==> src/rtl/key_conditioner.sv <==
// Debounces a bank of raw key inputs into stable levels, press/release pulses and a priority note code.
// Optional KEY_SYNC_EN inserts a 2-flop synchronizer on every raw key bit ahead of the debouncer.
module key_conditioner #(
  parameter int N_KEYS          = 7,
  parameter int DEBOUNCE_CYCLES = 2000000,
  parameter int CNT_W           = 21
) (
  input  logic              clk,
  input  logic              reset,
  input  logic [N_KEYS-1:0] keys_raw,
  output logic [N_KEYS-1:0] keys_stable,
  output logic [N_KEYS-1:0] key_press,
  output logic [N_KEYS-1:0] key_release,
  output logic [3:0]        note,
  output logic              note_valid,
  output logic              multi_press
);

  typedef enum logic {STABLE, CHANGING} key_state_t;

  localparam logic [CNT_W-1:0] CNT_LAST = CNT_W'(DEBOUNCE_CYCLES - 1);

  logic [N_KEYS-1:0] sampled;

`ifdef KEY_SYNC_EN
  logic [N_KEYS-1:0] sync1_reg;
  logic [N_KEYS-1:0] sync2_reg;

  always_ff @(posedge clk or posedge reset) begin
    if (reset) begin
      sync1_reg <= '0;
      sync2_reg <= '0;
    end else begin
      sync1_reg <= keys_raw;
      sync2_reg <= sync1_reg;
    end
  end

  assign sampled = sync2_reg;
`else
  assign sampled = keys_raw;
`endif

  genvar gi;
  generate
    for (gi = 0; gi < N_KEYS; gi++) begin : g_key
      key_state_t       state_reg;
      logic [CNT_W-1:0] cnt_reg;
      logic             stable_reg;
      logic             press_reg;
      logic             release_reg;

      // The first differing sample already counts as cycle one of the window.
      always_ff @(posedge clk or posedge reset) begin
        if (reset) begin
          state_reg   <= STABLE;
          cnt_reg     <= '0;
          stable_reg  <= 1'b0;
          press_reg   <= 1'b0;
          release_reg <= 1'b0;
        end else begin
          press_reg   <= 1'b0;
          release_reg <= 1'b0;
          case (state_reg)
            STABLE: begin
              cnt_reg <= '0;
              if (sampled[gi] != stable_reg) begin
                state_reg <= CHANGING;
                cnt_reg   <= CNT_W'(1);
              end
            end
            CHANGING: begin
              if (sampled[gi] == stable_reg) begin
                state_reg <= STABLE;
                cnt_reg   <= '0;
              end else if (cnt_reg == CNT_LAST) begin
                state_reg   <= STABLE;
                cnt_reg     <= '0;
                stable_reg  <= ~stable_reg;
                press_reg   <= ~stable_reg;
                release_reg <= stable_reg;
              end else begin
                cnt_reg <= cnt_reg + CNT_W'(1);
              end
            end
            default: begin
              state_reg <= STABLE;
              cnt_reg   <= '0;
            end
          endcase
        end
      end

      assign keys_stable[gi] = stable_reg;
      assign key_press[gi]   = press_reg;
      assign key_release[gi] = release_reg;
    end
  endgenerate

  // Scan from the top down so the lowest set key is the last to overwrite note.
  always_comb begin
    note = 4'd0;
    for (int i = N_KEYS - 1; i >= 0; i--) begin
      if (keys_stable[i]) note = 4'(i + 1);
    end
  end

  assign note_valid  = |keys_stable;
  assign multi_press = |(keys_stable & (keys_stable - N_KEYS'(1)));

endmodule

==> config.mk <==
export PLATFORM = sky130hd
export DESIGN_NAME = key_conditioner
export DESIGN_NICKNAME = d
export VERILOG_FILES = /design/src/rtl/key_conditioner.sv
export SDC_FILE = /design/constraint.sdc
export NUM_CORES = 1
export LEC_CHECK = 0
export BUFFER_PORTS_ARGS = -buffer_cell sky130_fd_sc_hd__buf_2
export CAP_MARGIN = 20
export CELL_PAD_IN_SITES_DETAIL_PLACEMENT = 0
export CELL_PAD_IN_SITES_GLOBAL_PLACEMENT = 1
export CORE_AREA = 2 2 162 164
export CTS_CLUSTER_DIAMETER = 40
export CTS_CLUSTER_SIZE = 12
export DETAILED_ROUTE_END_ITERATION = 10
export DIE_AREA = 0 0 164 166
export HOLD_SLACK_MARGIN = 0.15
export PLACE_DENSITY = 0.61
export RECOVER_POWER = 50
export SYNTH_ARGS = -nofsm -noshare
export SYNTH_HDL_FRONTEND = slang
export SYNTH_SLANG_ARGS = --single-unit
==> constraint.sdc <==
create_clock -name clk -period 8.18 [get_ports clk]
set_input_delay 0.409 -clock clk [delete_from_list [all_inputs] [get_ports clk]]
set_output_delay 0.409 -clock clk [all_outputs]
set_load 0.005 [all_outputs]
### Word level (Yosys, flattened, before mapping)

Cells that the tools add are included.

* RAM bits: 0
* bits in latches: 0
* memory bits (read-only): 0
* word-level logic and storage cells: 200
* bits in registers: 175
* memories: 0

* $lt $le $gt $ge: 0
* reductions and logical operators: 9
* div/mod/pow operators: 0
* equal/unequal tests: 21
* mux-type cells: 105
* shift operators: 0
* multipliers: 0
* bitwise logic cells: 22
* add/subtract/negate cells: 8

Operators with widths (count)
* two-way mux 21 bit: 14
* one-hot mux 21 bit (2 select lines): 7
* adder 21 x 1 -> 21 bit (second input constant): 7
* == test 21 bit (second input constant): 7
* two-way mux 1 bit: 70
* two-way mux 4 bit: 6
* inverter 1 bit: 21
* AND reduction 3 bit: 7
* one-hot mux 1 bit (2 select lines): 7
* OR reduction 7 bit: 2
* bitwise AND 7 bit: 1
* == test 1 bit: 7
* != test 1 bit: 7
* subtractor 7 x 1 -> 7 bit (second input constant): 1
* two-way mux 3 bit: 1

### Longest topological paths before layout

* word-level depth: 7
* depth in mapped cells: 7

### Least setup slack after synthesis

No wires, ideal clock.

* kind: register -> register
* start: reg g_key[4].cnt_reg[0]
* end: reg g_key[4].cnt_reg[16]
* stages on the path, launching flop included: 7
* library setup time: 0.077 ns
* data arrival time: 1.954 ns
* period minus slack after synthesis: 2.031 ns
* slack: 6.149 ns
* required time: 8.103 ns
* cells stage by stage: dfrtp_1 > ha_1 > nand2_1 > or4_1 > clkbuf_1 > or4_1 > a21oi_1

* cells in the longest elaborated chain, start to end: 4

Ends and longest elaborated chain
* start, declared: RTL line 48 `logic [CNT_W-1:0] cnt_reg;`
* start signal, assigned: RTL line 83 `cnt_reg <= cnt_reg + CNT_W'(1);`
* adder 21 x 1 -> 21 bit or == test 21 bit (tied branches): RTL line 83, 76
* two-way mux 21 bit (*): RTL line 76 `end else if (cnt_reg == CNT_LAST) begin`
* two-way mux 21 bit (*): RTL line 73 `if (sampled[gi] == stable_reg) begin`
* one-hot mux 21 bit (2 select lines) (*): RTL line 64 `case (state_reg)`

Mark *: on every way between the ends. The rest lies on a longest branch, timed or not.
A chain may end at the register's enable or synchronous reset.

==> impl_metrics.prom <==
# TYPE chip_impl_metric gauge
chip_impl_metric{name="pwr-share-comb",unit="%"} 3.9
chip_impl_info{name="cts.root.buffer_cell",value="sky130_fd_sc_hd__clkbuf_16"} 1
chip_impl_metric{name="power_switching",unit="mW"} 0.437
chip_impl_metric{name="grt_use_total",unit="%"} 14.5
chip_impl_metric{name="placed_cell_count",unit=""} 1233
chip_impl_metric{name="cellLeakagePower",unit="nW"} 3.63
chip_impl_metric{name="cts.repair.resized",unit=""} 0
chip_impl_metric{name="synth_enable_flop_cells",unit=""} 0
chip_impl_metric{name="timing.critical_path.slowest_cell_delay",unit="ns"} 2.77
chip_impl_metric{name="finClkSkew",unit="ns"} 0.0103
chip_impl_info{name="cp-end-kind",value="async pin"} 1
chip_impl_metric{name="achievable-frequency",unit="MHz"} 253
chip_impl_metric{name="post_synthesis_cell_type_count",unit=""} 45
chip_impl_metric{name="power_report.internal_total",unit="mW"} 1.46
chip_impl_metric{name="drtIter0Drc",unit=""} 392
chip_impl_metric{name="synth_cells",unit=""} 910
chip_impl_metric{name="n_antenna_cell",unit=""} 0
chip_impl_metric{name="synth_seq_cells",unit=""} 175
chip_impl_info{name="cp_cell_sequence",value="buf_2 -> clkinvlp_2 -> buf_4"} 1
chip_impl_metric{name="dr_total_vias",unit=""} 6476
chip_impl_metric{name="grt_use_met3",unit="%"} 2.55
chip_impl_info{name="ys_dominant_reg_cell",value="sky130_fd_sc_hd__dfrtp_1"} 1
chip_impl_metric{name="detail-route-antenna-nets",unit=""} 0
chip_impl_metric{name="netSwitchingFraction",unit="%"} 23.1
chip_impl_info{name="synth_top_cells_by_count",value="175 x sky130_fd_sc_hd__dfrtp_1, 106 x sky130_fd_sc_hd__nor2_1, 60 x sky130_fd_sc_hd__xnor2_1, 52 x sky130_fd_sc_hd__a21oi_1, 52 x sky130_fd_sc_hd__nand3_1"} 1
chip_impl_metric{name="vdd_ir_drop_max",unit="mV"} 0.101
chip_impl_metric{name="core_area",unit="um^2"} 25600
chip_impl_info{name="hold_path.startpoint",value="keys_raw[6]"} 1
chip_impl_metric{name="finalPower",unit="mW"} 1.89
chip_impl_metric{name="power_density",unit="nW/um^2"} 194
chip_impl_metric{name="worst_ep_required_time",unit="ns"} 8.62
chip_impl_metric{name="hold_buffers",unit=""} 0
chip_impl_metric{name="postSynth.asyncResetShare",unit="%"} 100
chip_impl_metric{name="grt_antenna_before_repair",unit=""} 1
chip_impl_metric{name="hold_path_depth",unit=""} 3
chip_impl_metric{name="setup-violations-final",unit=""} 0
chip_impl_metric{name="drt-wirelength-per-cell",unit="um"} 14.5
chip_impl_metric{name="share_of_layout_cells_above_drive_strength_1",unit="%"} 8.39
chip_impl_info{name="failed_checks",value="max-capacitance violations, max-slew violations"} 1
chip_impl_metric{name="die_h",unit="um"} 166
chip_impl_info{name="min_path_type",value="in -> reg"} 1
chip_impl_metric{name="placement_rows",unit=""} 59
chip_impl_metric{name="total_clock_buffers_created_by_cts",unit=""} 17
chip_impl_metric{name="finalHoldWorstSlack",unit="ns"} 0.323
chip_impl_info{name="worstReg2RegEnd",value="g_key[4].state_reg$_DFF_PP0_"} 1
chip_impl_metric{name="clock_share_of_power",unit="%"} 49.0
chip_impl_info{name="cts_tree",value="done"} 1
chip_impl_metric{name="reg2reg_depth",unit=""} 6
chip_impl_metric{name="first_global_vias",unit=""} 6476
chip_impl_metric{name="finalHoldViolations",unit=""} 0
chip_impl_metric{name="first_pass_grt_wire_length",unit="um"} 32200
chip_impl_metric{name="worst_ep_arrival_time",unit="ns"} 4.40
chip_impl_metric{name="buffer_ports.inserted",unit=""} 34
chip_impl_metric{name="buffer_levels_on_the_longest_clock_path",unit=""} 2
chip_impl_metric{name="clock_pin_transition_on_the_worst_setup_and_hold_timing_paths",unit="ns"} 0.07
chip_impl_info{name="synthDominantAreaCellType",value="sky130_fd_sc_hd__dfrtp_1"} 1
chip_impl_metric{name="finalMaxSlewViolations",unit=""} 112
chip_impl_metric{name="layout_worst_path_cycle_share",unit="%"} 48.4
chip_impl_metric{name="gr-usage-met2",unit="%"} 23.3
chip_impl_metric{name="cts.sinks",unit=""} 175
chip_impl_metric{name="design.portCount",unit=""} 36
chip_impl_metric{name="post-synth-top-area-fraction",unit="%"} 49.9
chip_impl_metric{name="layout.area.seq",unit="um^2"} 4380
chip_impl_metric{name="yosysWarningCount",unit=""} 0
chip_impl_metric{name="flop_to_flop_setup_slack",unit="ns"} 5.59
chip_impl_info{name="busiest_layer",value="met2"} 1
chip_impl_metric{name="final.fill_count",unit=""} 2563
chip_impl_metric{name="clock_insertion_delay_worst_skew",unit="ns"} 0.43
chip_impl_info{name="rsz0062_at_grt",value="no"} 1
chip_impl_metric{name="cts_setup_buffers",unit=""} 0
chip_impl_info{name="synth.top_cells.by_area",value="sky130_fd_sc_hd__dfrtp_1 50%, sky130_fd_sc_hd__xnor2_1 6.0%, sky130_fd_sc_hd__nor2_1 4.5%, sky130_fd_sc_hd__xor2_1 3.6%, sky130_fd_sc_hd__a21oi_1 3.0%"} 1
chip_impl_metric{name="met1_usage",unit="%"} 20.2
chip_impl_info{name="crit_type",value="in -> async"} 1
chip_impl_metric{name="timing.critical_path.fanout_max",unit=""} 111
chip_impl_metric{name="cap_viol_max_count",unit=""} 1
chip_impl_metric{name="floorplan.die_area",unit="um^2"} 27200
chip_impl_metric{name="max_slew.worst_pin.slew",unit="ns"} 5.03
chip_impl_metric{name="max_slew_margin",unit="%"} -237
chip_impl_metric{name="congestion_overflow_gr",unit=""} 0
chip_impl_metric{name="net_count_reported_at_finish",unit=""} 933
chip_impl_metric{name="htreeDepth",unit=""} 4
chip_impl_metric{name="postSynthNetCount",unit=""} 926
chip_impl_metric{name="layout-area-overhead-vs-synth",unit="%"} 11.4
chip_impl_info{name="worst_setup_path_start_kind",value="input port"} 1
chip_impl_metric{name="largest_reg_flops",unit=""} 147
chip_impl_metric{name="dpl.hpwl",unit="um"} 12300
chip_impl_info{name="worst_path_max_delay_cell",value="sky130_fd_sc_hd__clkinvlp_2"} 1
chip_impl_info{name="post-synth-top-count-cell",value="sky130_fd_sc_hd__dfrtp_1"} 1
chip_impl_metric{name="routed_wl",unit="um"} 18400
chip_impl_metric{name="seq_area_frac_synth",unit="%"} 49.9
chip_impl_info{name="run_status",value="finished, violations left"} 1
chip_impl_metric{name="floorplan.die.width",unit="um"} 164
chip_impl_metric{name="grt_max_degree",unit=""} 112
chip_impl_metric{name="routed_via_density",unit=""} 5.12
chip_impl_metric{name="floorplan.initialDensity",unit="%"} 34.3
chip_impl_metric{name="routabilityCongestion",unit=""} 0.734
chip_impl_metric{name="multi_input_comb_area",unit="um^2"} 3990
chip_impl_metric{name="share_seq_of_total_power",unit="%"} 47.2
chip_impl_metric{name="dr.pass1.iters",unit=""} 4
chip_impl_metric{name="route.detailed.drc",unit=""} 0
chip_impl_info{name="hold_path_end",value="g_key[6].cnt_reg[0]$_DFF_PP0_"} 1
chip_impl_info{name="worstReg2RegStart",value="g_key[4].cnt_reg[0]$_DFF_PP0_"} 1
chip_impl_metric{name="stdcell_count",unit=""} 1265
chip_impl_metric{name="postSynthAreaPerCell",unit="um^2"} 9.65
chip_impl_metric{name="final.min_clock_period",unit="ns"} 3.96
chip_impl_metric{name="netlist_area_pre_place",unit="um^2"} 8780
chip_impl_metric{name="final.setup.tns",unit="ns"} 0
-- layer usage --
| metal | vias up | part of all wire (%) |
|---|---|---|
| met5 | - | 0 |
| met4 | 0 | 1.0 |
| met3 | 14 | 2.1 |
| met2 | 61 | 46 |
| met1 | 3148 | 50 |
| li1 | 3253 | - |
-- metrics by stage --
| step | worst slack [ns] | utilization, % | cell area (um^2) |
|---|---|---|---|
| floorplan | 3.03 | - | 8780 |
| global placement | 5.59 | 35.6 | 9130 |
| detailed placement | 5.56 | 35.6 | 9130 |
| CTS | 5.52 | 38.3 | 9800 |
| global route | 3.22 | 38.2 | 9780 |
| finish | 4.22 | 38.2 | 9780 |
-- cell usage in the layout (no fill, tap or decap), types with 3 or more instances in the layout --
cell type / count
sky130_fd_sc_hd__clkinvlp_4: 3
sky130_fd_sc_hd__clkbuf_1: 12
sky130_fd_sc_hd__nand4bb_1: 3
sky130_fd_sc_hd__buf_2: 22
sky130_fd_sc_hd__mux2i_1: 3
sky130_fd_sc_hd__inv_1: 29
sky130_fd_sc_hd__or4_1: 24
sky130_fd_sc_hd__a21oi_1: 52
sky130_fd_sc_hd__and2_1: 10
sky130_fd_sc_hd__or3_1: 31
sky130_fd_sc_hd__o31ai_1: 18
sky130_fd_sc_hd__o22ai_1: 7
sky130_fd_sc_hd__nor4_1: 28
sky130_fd_sc_hd__ha_1: 7
sky130_fd_sc_hd__nand3_1: 52
sky130_fd_sc_hd__nor2_1: 106
sky130_fd_sc_hd__o21bai_1: 7
sky130_fd_sc_hd__o21ai_0: 36
sky130_fd_sc_hd__dfrtp_1: 175
sky130_fd_sc_hd__inv_6: 3
sky130_fd_sc_hd__xor2_1: 36
sky130_fd_sc_hd__nor4b_1: 8
sky130_fd_sc_hd__or2_2: 5
sky130_fd_sc_hd__buf_4: 7
sky130_fd_sc_hd__nand2b_1: 8
sky130_fd_sc_hd__nor4bb_1: 3
sky130_fd_sc_hd__clkbuf_16: 17
sky130_fd_sc_hd__nand4_1: 31
sky130_fd_sc_hd__nor3_1: 24
sky130_fd_sc_hd__nand2_1: 51
sky130_fd_sc_hd__xnor2_1: 60
sky130_fd_sc_hd__and4_1: 14
sky130_fd_sc_hd__and3_1: 6
sky130_fd_sc_hd__bufinv_16: 5
-- power groups by stage --
stage                     registers [mW]  clock network [mW]  logic, mW
after floorplan                    0.905                   0     0.0551
after global placement             0.908                   0     0.0779
after detailed placement           0.909                   0     0.0773
after CTS                          0.892               0.958     0.0775
after global routing               0.894               0.989     0.0873
final                              0.892               0.926     0.0736
-- kinds of logic after synthesis --
| family | Yosys count | share of synthesized area [%] |
|---|---|---|
| and+or+nand+nor | 417 | 26.0 |
| DFF | 175 | 49.9 |
| AOI/OAI and AO/OA | 127 | 8.34 |
| xor gates and xnor gates | 96 | 9.58 |
| buffers and inverters | 83 | 4.67 |
| adders and majority gates | 8 | 1.11 |
| muxes | 3 | 0.342 |
| other | 1 | 0.0427 |
-- cell type report --
| class | count | area share, % |
|---|---|---|
| Timing Repair Buffer | 41 | 2.12 |
| Clock buffer | 18 | 4.49 |
| Tap cell | 335 | 4.29 |
| Multi-Input combinational cell | 652 | 40.8 |
| Inverter | 30 | 1.16 |
| Sequential cell | 175 | 44.8 |
| Clock inverter | 14 | 2.33 |
-- worst max-delay path, delay by kind of cell --
| kind | cells | cell delay [ns] |
|---|---|---|
| buffers and inverters | 3 | 3.86 |
-- how the worst max path moves through the flow --
stage                                   from                             end  slack [ns]  cells past startpoint
6_report                               reset  g_key[3].cnt_reg[18]$_DFF_PP0_        4.22                      3
5_1_grt                                reset   g_key[1].cnt_reg[9]$_DFF_PP0_        3.22                      3
4_1_cts        g_key[4].cnt_reg[0]$_DFF_PP0_    g_key[4].state_reg$_DFF_PP0_        5.52                      6
3_3_place_gp   g_key[4].cnt_reg[0]$_DFF_PP0_    g_key[4].state_reg$_DFF_PP0_        5.59                      6
3_5_place_dp   g_key[4].cnt_reg[0]$_DFF_PP0_   g_key[4].cnt_reg[0]$_DFF_PP0_        5.56                      6
2_1_floorplan                          reset   g_key[0].cnt_reg[0]$_DFF_PP0_        3.03                      1
Power figures use the tool's default switching activity.
